==> config.mk <==
export PLATFORM = sky130hd
export DESIGN_NAME = i2c_req_arbiter
export DESIGN_NICKNAME = d
export VERILOG_FILES = /design/src/rtl/i2c_req_arbiter.sv
export SDC_FILE = /design/constraint.sdc
export NUM_CORES = 1
export LEC_CHECK = 0
export CORE_MARGIN = 4
export CORE_UTILIZATION = 25
export DETAILED_ROUTE_END_ITERATION = 8
export PLACE_DENSITY = 0.56
export SYNTH_ARGS = -nofsm -noshare
export SYNTH_HDL_FRONTEND = slang
export SYNTH_SLANG_ARGS = --single-unit
==> constraint.sdc <==
create_clock -name clk -period 2.1 [get_ports clk]
set_input_delay 0.21 -clock clk [delete_from_list [all_inputs] [get_ports clk]]
set_output_delay 0.21 -clock clk [all_outputs]
set_load 0.02 [all_outputs]
==> src/rtl/i2c_req_arbiter.sv <==
// Purpose: round-robin front end sharing one sda_generate I2C master FSM
//          between NUM_REQ requesters. It latches the winner's operands,
//          launches the master, then reports done/err and read bytes.
// Latency: req sampled in IDLE on edge N gives grant/m_start from N+1.
//          m_free seen high in BUSY on edge M gives done/err/rd_data in M+1.
// Backpressure: a level req is held until done. Arbitration waits for m_free=1.
// Ports:   clk/rst_n (async active-low); req/req_* packed per requester;
//          grant/done/err one-hot per requester; rd_data1/2 last read bytes;
//          m_* drive the master command inputs; m_free/m_state/m_dout_* come back.
// Option:  define I2C_ARB_TIMEOUT_EN for a LAUNCH/BUSY watchdog of TIMEOUT_CYC clocks.
module i2c_req_arbiter #(
    parameter int NUM_REQ     = 4,
    parameter int ADDR_LEN    = 7,
    parameter int DATA_LEN    = 8,
    parameter int TIMEOUT_CYC = 4096
) (
    input  logic                         clk,
    input  logic                         rst_n,
    input  logic [NUM_REQ-1:0]           req,
    input  logic [NUM_REQ*ADDR_LEN-1:0]  req_addr,
    input  logic [NUM_REQ-1:0]           req_rw,
    input  logic [NUM_REQ*DATA_LEN-1:0]  req_wdata1,
    input  logic [NUM_REQ*DATA_LEN-1:0]  req_wdata2,
    input  logic [NUM_REQ-1:0]           req_ack3p,
    output logic [NUM_REQ-1:0]           grant,
    output logic [NUM_REQ-1:0]           done,
    output logic [NUM_REQ-1:0]           err,
    output logic [DATA_LEN-1:0]          rd_data1,
    output logic [DATA_LEN-1:0]          rd_data2,
    output logic                         m_start,
    output logic [ADDR_LEN-1:0]          m_add_reg,
    output logic                         m_R_W,
    output logic [DATA_LEN-1:0]          m_data_1,
    output logic [DATA_LEN-1:0]          m_data_2,
    output logic                         m_ack_3p,
    input  logic                         m_free,
    input  logic [3:0]                   m_state,
    input  logic [DATA_LEN-1:0]          m_dout_1,
    input  logic [DATA_LEN-1:0]          m_dout_2
);

    localparam int IDX_W = (NUM_REQ > 1) ? $clog2(NUM_REQ) : 1;

    // Master state codes watched for NACK and byte-count tracking.
    localparam logic [3:0] MS_CHK_ADDR = 4'd3;
    localparam logic [3:0] MS_WR_DATA  = 4'd4;
    localparam logic [3:0] MS_CHK_DATA = 4'd5;
    localparam logic [3:0] MS_RD_DATA  = 4'd6;
    localparam logic [3:0] MS_MST_ACK  = 4'd7;
    localparam logic [3:0] MS_STOP     = 4'd8;

    typedef enum logic [1:0] {
        S_IDLE   = 2'd0,
        S_LAUNCH = 2'd1,
        S_BUSY   = 2'd2,
        S_DONE   = 2'd3
    } state_t;

    state_t               state, state_nxt;
    logic [IDX_W-1:0]     own, rr, pick;
    logic                 pick_vld;
    logic                 nack;
    logic [1:0]           byte_cnt;
    logic [3:0]           m_state_q;
    logic                 to_hit;
    logic [NUM_REQ-1:0]   own_oh;
    logic [2:0]           bytes_fin;

    // Round-robin pick: first set req at or after rr, wrapping.
    always_comb begin
        logic [IDX_W:0] idx;
        pick     = '0;
        pick_vld = 1'b0;
        idx      = '0;
        for (int k = 0; k < NUM_REQ; k++) begin
            idx = {1'b0, rr} + (IDX_W+1)'(k);
            if (idx >= (IDX_W+1)'(NUM_REQ)) begin
                idx = idx - (IDX_W+1)'(NUM_REQ);
            end
            if (!pick_vld && req[idx[IDX_W-1:0]]) begin
                pick     = idx[IDX_W-1:0];
                pick_vld = 1'b1;
            end
        end
    end

`ifdef I2C_ARB_TIMEOUT_EN
    localparam int TW = $clog2(TIMEOUT_CYC) + 1;
    logic [TW-1:0] to_cnt;

    // Cleared while idle so it starts at 0 on the first LAUNCH cycle.
    always_ff @(posedge clk or negedge rst_n) begin
        if (!rst_n) begin
            to_cnt <= '0;
        end else if (state == S_LAUNCH || state == S_BUSY) begin
            to_cnt <= to_cnt + TW'(1);
        end else begin
            to_cnt <= '0;
        end
    end

    assign to_hit = (state == S_LAUNCH || state == S_BUSY) &&
                    (to_cnt == TW'(TIMEOUT_CYC - 1));
`else
    assign to_hit = 1'b0;
`endif

    // Next state
    always_comb begin
        state_nxt = state;
        case (state)
            S_IDLE:   if (m_free && pick_vld) state_nxt = S_LAUNCH;
            S_LAUNCH: begin
                if (to_hit)       state_nxt = S_DONE;
                else if (!m_free) state_nxt = S_BUSY;
            end
            S_BUSY: begin
                if (to_hit || m_free) state_nxt = S_DONE;
            end
            S_DONE:   state_nxt = S_IDLE;
            default:  state_nxt = S_IDLE;
        endcase
    end

    always_ff @(posedge clk or negedge rst_n) begin
        if (!rst_n) state <= S_IDLE;
        else        state <= state_nxt;
    end

    // Owner-facing outputs decode straight from state so they drop with reset.
    always_comb begin
        own_oh  = {{(NUM_REQ-1){1'b0}}, 1'b1} << own;
        grant   = (state != S_IDLE) ? own_oh : '0;
        done    = (state == S_DONE) ? own_oh : '0;
        err     = (state == S_DONE && nack) ? own_oh : '0;
        m_start = (state == S_LAUNCH);
    end

    // Bytes completed including the one finishing on the move into Stop.
    assign bytes_fin = {1'b0, byte_cnt} +
                       ((m_state_q == MS_CHK_DATA || m_state_q == MS_MST_ACK) ? 3'd1 : 3'd0);

    always_ff @(posedge clk or negedge rst_n) begin
        if (!rst_n) begin
            own       <= '0;
            rr        <= '0;
            nack      <= 1'b0;
            byte_cnt  <= '0;
            m_state_q <= '0;
            m_add_reg <= '0;
            m_R_W     <= 1'b0;
            m_data_1  <= '0;
            m_data_2  <= '0;
            m_ack_3p  <= 1'b0;
            rd_data1  <= '0;
            rd_data2  <= '0;
        end else begin
            m_state_q <= m_state;
            case (state)
                S_IDLE: begin
                    if (state_nxt == S_LAUNCH) begin
                        own       <= pick;
                        m_add_reg <= req_addr[int'(pick)*ADDR_LEN +: ADDR_LEN];
                        m_R_W     <= req_rw[pick];
                        m_data_1  <= req_wdata1[int'(pick)*DATA_LEN +: DATA_LEN];
                        m_data_2  <= req_wdata2[int'(pick)*DATA_LEN +: DATA_LEN];
                        m_ack_3p  <= req_ack3p[pick];
                        byte_cnt  <= '0;
                        nack      <= 1'b0;
                    end
                end
                S_LAUNCH, S_BUSY: begin
                    if ((m_state_q == MS_CHK_DATA && m_state == MS_WR_DATA) ||
                        (m_state_q == MS_MST_ACK  && m_state == MS_RD_DATA)) begin
                        if (byte_cnt != 2'd3) byte_cnt <= byte_cnt + 2'd1;
                    end
                    // A stop straight out of an ACK check before two bytes
                    // finished means the slave refused.
                    if (m_state == MS_STOP &&
                        (m_state_q == MS_CHK_ADDR || m_state_q == MS_CHK_DATA) &&
                        bytes_fin < 3'd2) begin
                        nack <= 1'b1;
                    end
                    if (to_hit) begin
                        nack <= 1'b1;
                    end else if (state_nxt == S_DONE && m_R_W) begin
                        rd_data1 <= m_dout_1;
                        rd_data2 <= m_dout_2;
                    end
                end
                S_DONE: begin
                    rr   <= (own == IDX_W'(NUM_REQ - 1)) ? '0 : own + IDX_W'(1);
                    nack <= 1'b0;
                end
                default: ;
            endcase
        end
    end

endmodule

==> metrics.txt, run 1 <==
Post-synth EDFFs 0; Hold Path End m_state_q[0]$_DFF_PN0_; RSZ-0062 raised after global routing false; post-synthesis sequential area ratio 0.433; post-synth cell types roughly 40; FF-to-FF End rd_data2[2]$_DFFE_PN0P_; simple-gate share of the synthesized area 0.119; share of cells above drive strength 1 0.173; vias after detailed routing around 2900; worst-path maximum fanout 3; PwrDens about 1300 mW/mm^2; CTS sink count 54; ANT nets after route 0; Yosys reg bits 54; Syn Nets between 400 and 500; Main synth FF type dfrtp_1; setup tns final 0 ps; outcome completed; Setup Buffers After CTS 0; area delta synth->final 79.7%; min-delay worst type in2reg; max_cap viols 0; mux share of post-synthesis cell area 0.248; First-pass DRT Iterations 4; I/O Buffers 180; crit path capture type output port; worst hold stages 1; clock buffer count from CTS 5; FF/Latch Area 0.00135 mm^2; yosys warns 0; vias in the first global route ~3200; post-route core utilization 0.463; Die Y between 100 and 150 um; final setup violation count 0; total congestion overflow 0; largest net degree at the start of global routing 35; area occupied by multi-input gates roughly 0.0017 mm^2; initial antenna violation count 0; ANT cells 0; die footprint ~0.014 mm^2; fin crit share 0.949; clock buffer depth 2; Hold Startpoint m_state[0]; drt wl/cell 16.2 um; Worst EP arrival about 1800 ps; Worst Skew 6.69 ps; Syn Area/Cell between 10 and 15 um^2; synthesized cell area 0.00312 mm^2; kind of critical path reg2out; peak supply drop roughly 0.00046 V; Max-slew headroom 0.624; R2R cell count 9; TritonCTS clock tree built; Initial Util 0.257; P_leak 0.00236 uW; drt via density 4.45; final hold violations 0; reg-to-reg setup timing slack 120 ps; ys async rst share 1.00; minimum clock period approximately 2000 ps; hpwl dp a little over 8000 um; Post-Synth XOR/XNOR Area 0.00281; total routed wirelength around 10000 um; H-tree Lvls 2; clock network latency to the later pin of the worst-skew pair ~290 ps; Final Slew Violations 0; Worst R2R Start state[0]$_DFF_PN0_; Max Fclk 502 MHz; RD Place Congestion around 0.79; WHS 391 ps; Worst Path Required 1890 ps; nets 610; IO Pins between 150 and 200; DR DRC count 0; Tot GR Track Use 0.138; worst slew pin tran 563 ps; die width ~120 um; post-synthesis cell count about 270; row cnt 40; post-synthesis adder-cell area fraction 0.0401; global-route wire length before repair roughly 16000 um; clock slew at reported path FFs approximately 70 ps; post-synthesis compound-gate area fraction 0.113; core area between 0.01 and 0.015 mm^2; DR iter-0 viols 51; clk root buf clkbuf_16; Fillers ~1200; startpoint types flop; largest family of logic cells by synthesized area multiplexers
## repair_timing
action                                 in CTS  in global routing
resized for setup                           2                 20
cloned                                      0                  3
hold buffers                                1                  0
setup endpoints to repair                  33                 52
endpoints found under the hold margin      20                  0
pin swaps                                   0                  3
## cell families (layout without fill, tap and decap cells)
group | after synthesis | in the layout
XOR/XNOR | 1 | 1
AO/OA/AOI/OAI | 44 | 44
buffers and inverters | 25 | 226
multiplexers | 71 | 71
adder cells (fa/ha/maj) | 10 | 10
flip-flops | 54 | 54
AND/OR/NAND/NOR | 67 | 68
## stage by stage
step | power [uW] | worst slack [ps] | std cells | cell area [um^2]
finish | 7190 | 106 | 642 | 5600
global route | 7700 | 5.99 | 642 | 5600
CTS | 6960 | 16.3 | 639 | 5460
detailed placement | 6070 | -408 | 630 | 5300
global placement | 6000 | -320 | 630 | 5300
floorplan | 4160 | 83.2 | 272 | 3120
## Yosys cell counts, drive strengths merged (2+ instances only)
cell / instances / area, um^2
and3: 5 / 31.3
a21o: 2 / 15.0
nor2: 31 / 119
ha: 10 / 125
nor3: 4 / 31.3
clkbuf: 2 / 11.3
buf: 15 / 93.8
inv: 8 / 30.0
mux2i: 50 / 500
and2: 6 / 37.5
a31oi: 2 / 12.5
mux2: 21 / 274
nor2b: 6 / 37.5
nand2: 6 / 22.5
a221oi: 24 / 216
dfrtp: 54 / 1350
nor4: 2 / 27.5
o21ai: 4 / 20.0
a21oi: 6 / 30.0
## worst max path at each step
stage | startpoint | end | slack [ps] | cells after the start
floorplan | state[0]$_DFF_PN0_ | rd_data1[0]$_DFFE_PN0P_ | 80 | 9
global placement | req[1] | m_data_2[7]$_DFFE_PN0P_ | -320 | 5
detailed placement | req[1] | m_data_1[2]$_DFFE_PN0P_ | -410 | 5
CTS | state[1]$_DFF_PN0_ | err[1] | 20 | 4
global route | state[0]$_DFF_PN0_ | rd_data2[2]$_DFFE_PN0P_ | 6 | 8
finish | own[1]$_DFFE_PN0P_ | err[1] | 110 | 4
## per-layer routing
layer	wire length [um]	global-route usage	vias up	share of wire
met5	0	0	-	0
met4	34	0.0251	0	0.0033
met3	654	0.0419	2	0.063
met2	5410	0.252	96	0.52
met1	4320	0.160	1359	0.41
li1	-	-	1400	-
## critical path, cell delays in order, from the launching register on
cell             delay, ps
dfrtp_1                400
inv_1                  120
ha_1                   200
and3_1                 170
clkdlybuf4s50_1        610
## layout by cell type (no fill, tap or decap), types with 2 or more instances in the layout
cell	netlist	layout
clkdlybuf4s50_1	0	178
dfrtp_1	54	54
mux2i_1	50	50
nor2_1	30	29
a221oi_1	23	23
buf_4	5	21
mux2_2	11	11
mux2_4	10	10
ha_1	10	8
clkbuf_16	0	7
inv_1	8	6
nand2_1	6	6
nor2b_1	6	6
and2_1	6	5
and3_1	5	5
buf_12	0	5
a21oi_1	6	4
o21ai_0	4	3
a21oi_2	0	2
inv_2	0	2
a21o_1	2	2
nor3_1	3	2
nor2_4	0	2
ha_4	0	2
## area by class of cell
cell class,instances,share of cell area
clock buffers,5,0.0223
inverters,8,0.00536
well taps,168,0.0375
multi-input cells,194,0.309
flip-flops and latches,54,0.241
repair buffers,210,0.380
clock inverters,3,0.00447
## power breakdown
group | switching [uW] | internal, uW | leakage, uW
Clock | 396 | 449 | 0.0000704
Combinational | 2180 | 2370 | 0.00166
Sequential | 282 | 1510 | 0.000630
Total | 2860 | 4320 | 0.00236
Note: power is estimated with default switching activity, not from simulation.
==> run 2, diff against run 1 <==
--- a/config.mk
+++ b/config.mk
@@ -7,6 +7,7 @@
 export LEC_CHECK = 0
 export CORE_MARGIN = 4
 export CORE_UTILIZATION = 25
+export CTS_CLUSTER_DIAMETER = 80
 export DETAILED_ROUTE_END_ITERATION = 8
 export PLACE_DENSITY = 0.56
 export SYNTH_ARGS = -nofsm -noshare
==> results of run 2 <==
Same layout as run 1: the final DEF is identical, and so are final timing and power.
